==> src/rtl/pdes_pkg.sv <==
// Shared types and defaults for the event dispatcher: FSM state enum, default sizes
// and the core-index width helper.
package pdes_pkg;

  localparam int DEF_WIDTH     = 32;
  localparam int DEF_NUM_CORES = 8;

  typedef enum logic {
    IDLE = 1'b0,
    SEND = 1'b1
  } evt_state_e;

  function automatic int core_bits(int n);
    return (n <= 2) ? 1 : $clog2(n);
  endfunction

endpackage

==> src/rtl/evt_dispatch_if.sv <==
// FIFO pop side plus core issue/ack/done handshake of the dispatcher.
// master = dispatcher, slave = FIFO/core environment.
interface evt_dispatch_if
  import pdes_pkg::*;
#(
  parameter int WIDTH     = DEF_WIDTH,
  parameter int NUM_CORES = DEF_NUM_CORES,
  parameter int CORE_BITS = core_bits(NUM_CORES)
);
  logic                 fifo_empty;
  logic [WIDTH-1:0]     fifo_dout;
  logic                 fifo_rd_en;
  logic                 evt_valid;
  logic [WIDTH-1:0]     evt_data;
  logic [CORE_BITS-1:0] evt_core;
  logic                 evt_ack;
  logic [NUM_CORES-1:0] core_done;

  modport master (
    input  fifo_empty, fifo_dout, evt_ack, core_done,
    output fifo_rd_en, evt_valid, evt_data, evt_core
  );

  modport slave (
    output fifo_empty, fifo_dout, evt_ack, core_done,
    input  fifo_rd_en, evt_valid, evt_data, evt_core
  );
endinterface

==> src/rtl/evt_dispatch_rr_arbiter.sv <==
// Rotate-priority encoder: first requesting index at or above ptr_i, wrapping
// modulo NUM_CORES.
module rr_arbiter #(
  parameter int NUM_CORES = 8,
  parameter int CORE_BITS = 3
) (
  input  logic [NUM_CORES-1:0] req_i,
  input  logic [CORE_BITS-1:0] ptr_i,
  output logic [CORE_BITS-1:0] grant_o,
  output logic                 grant_vld_o
);

  logic [CORE_BITS-1:0] idx;

  function automatic logic [CORE_BITS-1:0] wrap_idx(int s);
    return (s >= NUM_CORES) ? CORE_BITS'(s - NUM_CORES) : CORE_BITS'(s);
  endfunction

  always_comb begin
    grant_o     = '0;
    grant_vld_o = 1'b0;
    idx         = '0;
    for (int k = 0; k < NUM_CORES; k++) begin
      idx = wrap_idx(int'(ptr_i) + k);
      if (!grant_vld_o && req_i[idx]) begin
        grant_vld_o = 1'b1;
        grant_o     = idx;
      end
    end
  end

endmodule

==> src/rtl/evt_dispatch.sv <==
// Pops events from an FWFT FIFO and issues them round-robin to idle cores, tracking
// per-core busy state. Optional stall counter: EVT_DISPATCH_STALL_CNT_EN.
module evt_dispatch
  import pdes_pkg::*;
#(
  parameter int WIDTH     = DEF_WIDTH,
  parameter int NUM_CORES = DEF_NUM_CORES,
  parameter int CORE_BITS = core_bits(NUM_CORES)
) (
  input  logic                 clk,
  input  logic                 rst,
  evt_dispatch_if.master       bus,
  output logic [NUM_CORES-1:0] busy_mask_o,
  output logic [31:0]          disp_count_o
`ifdef EVT_DISPATCH_STALL_CNT_EN
  ,
  output logic [31:0]          stall_count_o
`endif
);

  evt_state_e           state_q, state_d;
  logic [WIDTH-1:0]     data_q, data_d;
  logic [CORE_BITS-1:0] core_q, core_d;
  logic [CORE_BITS-1:0] rr_q, rr_d;
  logic [NUM_CORES-1:0] busy_q, busy_d;
  logic [31:0]          disp_q, disp_d;

  logic                 ack_fire, load, grant_vld;
  logic [NUM_CORES-1:0] ack_oh, req;
  logic [CORE_BITS-1:0] grant;

  assign ack_fire = (state_q == SEND) && bus.evt_ack;
  // The core being acked becomes busy at this edge, so it cannot take the next event.
  assign ack_oh   = ack_fire ? (NUM_CORES'(1) << core_q) : '0;
  assign req      = ~busy_q & ~ack_oh;

  rr_arbiter #(.NUM_CORES(NUM_CORES), .CORE_BITS(CORE_BITS)) u_arb (
    .req_i       (req),
    .ptr_i       (rr_q),
    .grant_o     (grant),
    .grant_vld_o (grant_vld)
  );

  assign load = !rst && !bus.fifo_empty && grant_vld && (state_q == IDLE || ack_fire);

  always_comb begin
    state_d = state_q;
    data_d  = data_q;
    core_d  = core_q;
    rr_d    = rr_q;
    busy_d  = busy_q & ~bus.core_done;
    disp_d  = disp_q;
    if (ack_fire) begin
      busy_d[core_q] = 1'b1;
      disp_d         = disp_q + 32'd1;
    end
    if (load) begin
      state_d = SEND;
      data_d  = bus.fifo_dout;
      core_d  = grant;
      rr_d    = (grant == CORE_BITS'(NUM_CORES - 1)) ? '0 : grant + CORE_BITS'(1);
    end else if (ack_fire) begin
      state_d = IDLE;
    end
  end

  always_ff @(posedge clk or posedge rst) begin
    if (rst) begin
      state_q <= IDLE;
      data_q  <= '0;
      core_q  <= '0;
      rr_q    <= '0;
      busy_q  <= '0;
      disp_q  <= '0;
    end else begin
      state_q <= state_d;
      data_q  <= data_d;
      core_q  <= core_d;
      rr_q    <= rr_d;
      busy_q  <= busy_d;
      disp_q  <= disp_d;
    end
  end

  assign bus.fifo_rd_en = load;
  assign bus.evt_valid  = (state_q == SEND);
  assign bus.evt_data   = data_q;
  assign bus.evt_core   = core_q;
  assign busy_mask_o    = busy_q;
  assign disp_count_o   = disp_q;

`ifdef EVT_DISPATCH_STALL_CNT_EN
  logic [31:0] stall_q, stall_d;

  assign stall_d = (!bus.fifo_empty && &busy_q) ? stall_q + 32'd1 : stall_q;

  always_ff @(posedge clk or posedge rst) begin
    if (rst) stall_q <= '0;
    else     stall_q <= stall_d;
  end

  assign stall_count_o = stall_q;
`endif

endmodule

==> src/flat_wrapper.sv <==
// flat-port wrapper written by rule: the top's interface ports become plain ports
module evt_dispatch_flat import pdes_pkg::*;
#(
  parameter int WIDTH     = DEF_WIDTH,
  parameter int NUM_CORES = DEF_NUM_CORES,
  parameter int CORE_BITS = core_bits(NUM_CORES)
)
  (clk, rst, busy_mask_o, disp_count_o, bus_fifo_empty, bus_fifo_dout, bus_evt_ack, bus_core_done, bus_fifo_rd_en, bus_evt_valid, bus_evt_data, bus_evt_core);
  evt_dispatch_if #(.WIDTH(WIDTH), .NUM_CORES(NUM_CORES), .CORE_BITS(CORE_BITS)) bus_i ();
  input  logic clk;
  input  logic rst;
  output logic [NUM_CORES-1:0] busy_mask_o;
  output logic [31:0] disp_count_o;
  input wire logic [$bits(bus_i.fifo_empty)-1:0] bus_fifo_empty;
  input wire logic [$bits(bus_i.fifo_dout)-1:0] bus_fifo_dout;
  input wire logic [$bits(bus_i.evt_ack)-1:0] bus_evt_ack;
  input wire logic [$bits(bus_i.core_done)-1:0] bus_core_done;
  output wire logic [$bits(bus_i.fifo_rd_en)-1:0] bus_fifo_rd_en;
  output wire logic [$bits(bus_i.evt_valid)-1:0] bus_evt_valid;
  output wire logic [$bits(bus_i.evt_data)-1:0] bus_evt_data;
  output wire logic [$bits(bus_i.evt_core)-1:0] bus_evt_core;
  assign bus_i.fifo_empty = bus_fifo_empty;
  assign bus_i.fifo_dout = bus_fifo_dout;
  assign bus_i.evt_ack = bus_evt_ack;
  assign bus_i.core_done = bus_core_done;
  assign bus_fifo_rd_en = bus_i.fifo_rd_en;
  assign bus_evt_valid = bus_i.evt_valid;
  assign bus_evt_data = bus_i.evt_data;
  assign bus_evt_core = bus_i.evt_core;
  evt_dispatch #(.WIDTH(WIDTH), .NUM_CORES(NUM_CORES), .CORE_BITS(CORE_BITS)) u_core (.clk(clk), .rst(rst), .bus(bus_i), .busy_mask_o(busy_mask_o), .disp_count_o(disp_count_o));
endmodule
==> config.mk <==
export PLATFORM = sky130hd
export DESIGN_NAME = evt_dispatch_flat
export DESIGN_NICKNAME = d
export VERILOG_FILES = /design/src/rtl/pdes_pkg.sv /design/src/rtl/evt_dispatch_if.sv /design/src/rtl/evt_dispatch_rr_arbiter.sv /design/src/rtl/evt_dispatch.sv /design/src/flat_wrapper.sv
export SDC_FILE = /design/constraint.sdc
export NUM_CORES = 1
export LEC_CHECK = 0
export BUFFER_PORTS_ARGS = -buffer_cell sky130_fd_sc_hd__buf_2
export CAP_MARGIN = 20
export CORE_MARGIN = 10
export CORE_UTILIZATION = 55
export DETAILED_ROUTE_END_ITERATION = 16
export GPL_TIMING_DRIVEN = 0
export HOLD_SLACK_MARGIN = 0.06
export PLACE_DENSITY = 0.83
export SLEW_MARGIN = 0
export SYNTH_ARGS = -nofsm -noshare
export SYNTH_HDL_FRONTEND = slang
export SYNTH_HIERARCHICAL = 1
export SYNTH_SLANG_ARGS = --single-unit
==> constraint.sdc <==
create_clock -name clk -period 5.7 [get_ports clk]
set_input_delay 1.14 -clock clk [delete_from_list [all_inputs] [get_ports clk]]
set_output_delay 1.14 -clock clk [all_outputs]
set_load 0.005 [all_outputs]
==> impl_results.md <==
- Status: finished clean
- Post-synthesis simple-gate area fraction: 14.5%
- Post-place setup slack: -0.0397 ns
- Tmin final: 5.54 ns
- Fillers: around 570
- Post-synthesis net count: between 400 and 500
- Critical path, cell by cell: buf_2, and3_1, a21oi_1, mux4_2, a21oi_1, o311a_1, o21ai_2, nor3_2, nand2_1, nand3_1, buf_2, inv_1, buf_2
- Layout area overhead: 22.1%
- Largest family of logic cells by synthesized area: multiplexers
- Worst-Margin Slew: about 0.75 ns
- Placed Area: 0.00521 mm²
- Setup violators final: 0
- Gp weighted congestion: between 0.9 and 1
- Yosys warns: 6
- Rows: 32
- Uppermost layer routed: met4
- CTS tree: yes
- CTS clk-pin slew, worst paths: 0.10 ns
- # diodes: 0
- CTS Sinks: 79
- Die ar.: about 0.012 mm²
- Clock buffer depth: 2
- Initial DRT Pass Iterations: 5
- Proportion of synthesized area in mux cells: a little over a fifth
- Post-synthesis adder-cell area fraction: between 1 and 1.5%
- DRT antenna net count: 0
- Vias in the first global route: approximately 3700
- Top cell type's share of synthesized area: 44.4%
- Post-Synth XOR/XNOR Area: 6.69%
- Cell variety after synth: 58
- Vias: ~3600
- Unrepaired setup endpoints after global routing: false
- Die height: 110 µm
- Async set-reset flop share out of synthesis: 100%
- Min-Delay Endpoint: u_core/disp_count_o[31]
- H-tree levels: 3
- CP peak stage delay: 0.61 ns
- Synth top area cells: dfrtp_1 44%, mux2_2 10%, mux4_2 5.1%, xnor2_1 4.9%, mux4_1 3.0%
- Most frequent CP cell: buf_2
- FF-to-FF End: u_core/rr_q[2]
- Post-DP HPWL: 8940 µm
- Hold Path Cell Cnt: 1
- Maximum VDD drop: 0.000264 V
- Buffers on Ports: 120
- Hold_buf cts: 0
- Avg Synthesized Cell Area: 11.5 µm²
- Area occupied by registers: approximately 0.0020 mm²
- Die X-Extent: 110 µm
- Share of cells above drive strength 1: 42.5%
- R2r setup slk: ~1.5 ns
- Max-slew headroom: 49.3%
- Pleak: between 2 and 3 nW
- Multi-input logic area: 0.00231 mm²
- Synth Register Bits: 79
- Final setup margin: 0.162 ns
- Total I/O pin count: approximately 120
- CTS root buf: clkbuf_8
- Initial drt markers: 261
- Area leader, netlist: dfrtp_1
- Worst hold start: u_core/disp_count_o[31]
- Met3 WL: 1320 µm
- Clk_skew: 0.0240 ns
- Post-layout nets: 566
- CP Class: in -> out
- Clock insertion delay at the later pin of the skew report: ~0.37 ns
- GR Util All Layers: 19.7%
- Seq/Total Area, Yosys: between 40% and 50%
- DRT Wirelength: 11700 µm
- Drt via density: 5.78
- Final non-filler cell area: 0.00544 mm²
- Ys flop type: dfrtp_1
- Compound-Gate Fraction of Synth Area: under 10%
- R2r worst-path depth: 15
- Total CTS buffers: 9
- Maximum clock frequency: 181 MHz
- Synth Instances: 386
- GRT Residual Overflow: 0
- Slowest stage cell on the critical path: mux4_2
- Number of enable flip-flop cells after synthesis: 0
- M1 wire length: around 4700 µm
- Final Hold Viols: 0
- Initial antenna violation count: 0
- First-pass GRT wire length: 18900 µm
- CP Data Arrival Time: 4.40 ns
- DR DRC count: 0
- Fin. max-slew vios: 0
- Pin count of the biggest net entering global routing: 47
- Worst R2R Start: u_core/rr_q[1]
- Met2 routed WL: 5610 µm
- Final core utilization: 69.6%
- Final worst path period share: a little over nine tenths
- Min Hold Slack: between 0.4 and 0.5 ns
- Dpl cells: roughly 610
- Mapped Area: between 0.004 and 0.005 mm²
- Critical path launch point type: primary input
- Max-Cap Viols: 0
- CP required: 4.56 ns
- Initial Util: between 50% and 60%
- CP Max Fanout: 10
- Power per cell area: 397 mW/mm²
- Core ar.: 0.00781 mm²
- WL per Instance: 18.8 µm
- Worst Setup End Kind: primary output
- Min-Delay Path Class: reg -> reg
- Finished Layout Cells: 624
[flip-flops by register name, summed over array words and instances, names as in the netlist]
signal,flops
u_core/bus.evt_data,32
u_core/disp_count_o,32
u_core/busy_mask_o,8
u_core/bus.evt_core,3
u_core/rr_q,3
u_core/bus.evt_valid,1
[worst max path at each step]
stage | start | to | slack (ns) | cells after the start
after floorplan | bus_evt_ack | bus_fifo_rd_en | 1.02 | 11
after global placement | bus_evt_ack | bus_fifo_rd_en | 0.04 | 14
after detailed placement | bus_evt_ack | bus_fifo_rd_en | -0.04 | 14
after CTS | bus_evt_ack | bus_fifo_rd_en | 0.18 | 14
after global routing | bus_evt_ack | bus_fifo_rd_en | 0.02 | 14
final | bus_evt_ack | bus_fifo_rd_en | 0.16 | 13
[worst max-delay path: cells and delay by family]
kind                   cells  cell delay, ns
multiplexers               1            0.61
buffers and inverters      4            0.61
AND/OR/NAND/NOR            4            1.08
AO/OA/AOI/OAI              4            0.94
[layout by cell type (no fill, tap or decap), drive strengths merged, types with 5 or more instances in the layout]
| master | n |
|---|---|
| inv | 22 |
| xnor2 | 25 |
| and3 | 10 |
| nand2 | 31 |
| ha | 5 |
| mux2i | 7 |
| nand3 | 11 |
| mux4 | 15 |
| nor4 | 5 |
| clkbuf | 11 |
| nor2 | 20 |
| mux2 | 43 |
| nand4 | 17 |
| o21ai | 16 |
| buf | 135 |
| dfrtp | 79 |
| xor2 | 9 |
| a21oi | 14 |
[logic make-up (layout without fill, tap and decap cells)]
family                   after synthesis  in the layout
AND/OR/NAND/NOR                      114            114
flip-flops                            79             79
multiplexers                          65             65
AO/OA/AOI/OAI                         54             54
buffers and inverters                 35            171
XOR/XNOR                              34             34
adder cells (fa/ha/maj)                5              5
[Yosys cell counts, drive strengths merged (5+ instances only)]
cell type	n
nand4	17
inv	19
mux2i	7
mux2	43
nor4	5
nand2	31
dfrtp	79
nand3	11
nor2	20
mux4	15
o21ai	16
and3	10
xnor2	25
xor2	9
buf	14
a21oi	14
ha	5
[metrics by stage]
stage | power (mW) | setup TNS, ns
after floorplan | 1.42 | 0
after global placement | 1.65 | 0
after detailed placement | 1.70 | -0.0397
after CTS | 2.15 | 0
after global routing | 2.29 | 0
final | 2.16 | 0
[layer usage]
layer	vias up	GRT usage, %
met5	-	0
met3	14	7.84
met2	190	31.7
met1	1723	24.1
li1	1677	-
met4	0	5.30
[report_power, final]
part           leakage [nW]  switching (mW)  internal, mW
Combinational          1.45           0.523         0.449
Sequential             1.01          0.0848         0.651
Clock                 0.105           0.229         0.221
Total                  2.56           0.837          1.32
[final cells by class]
type                    count  share of cell area [%]
well taps                 102                    2.35
plain buffers              15                    2.03
inverters                  19                    1.36
clock buffers              10                    2.53
clock inverters             6                    1.38
repair buffers            121                    11.6
multi-input cells         272                    42.4
flip-flops and latches     79                    36.4
[timing repair]
item                                    in CTS  in global routing
gates resized for setup                      1                  3
setup buffers                                0                  0
endpoints found under the setup margin       1                  1
pin swaps                                    0                  0
Note: power is estimated with default switching activity, not from simulation.
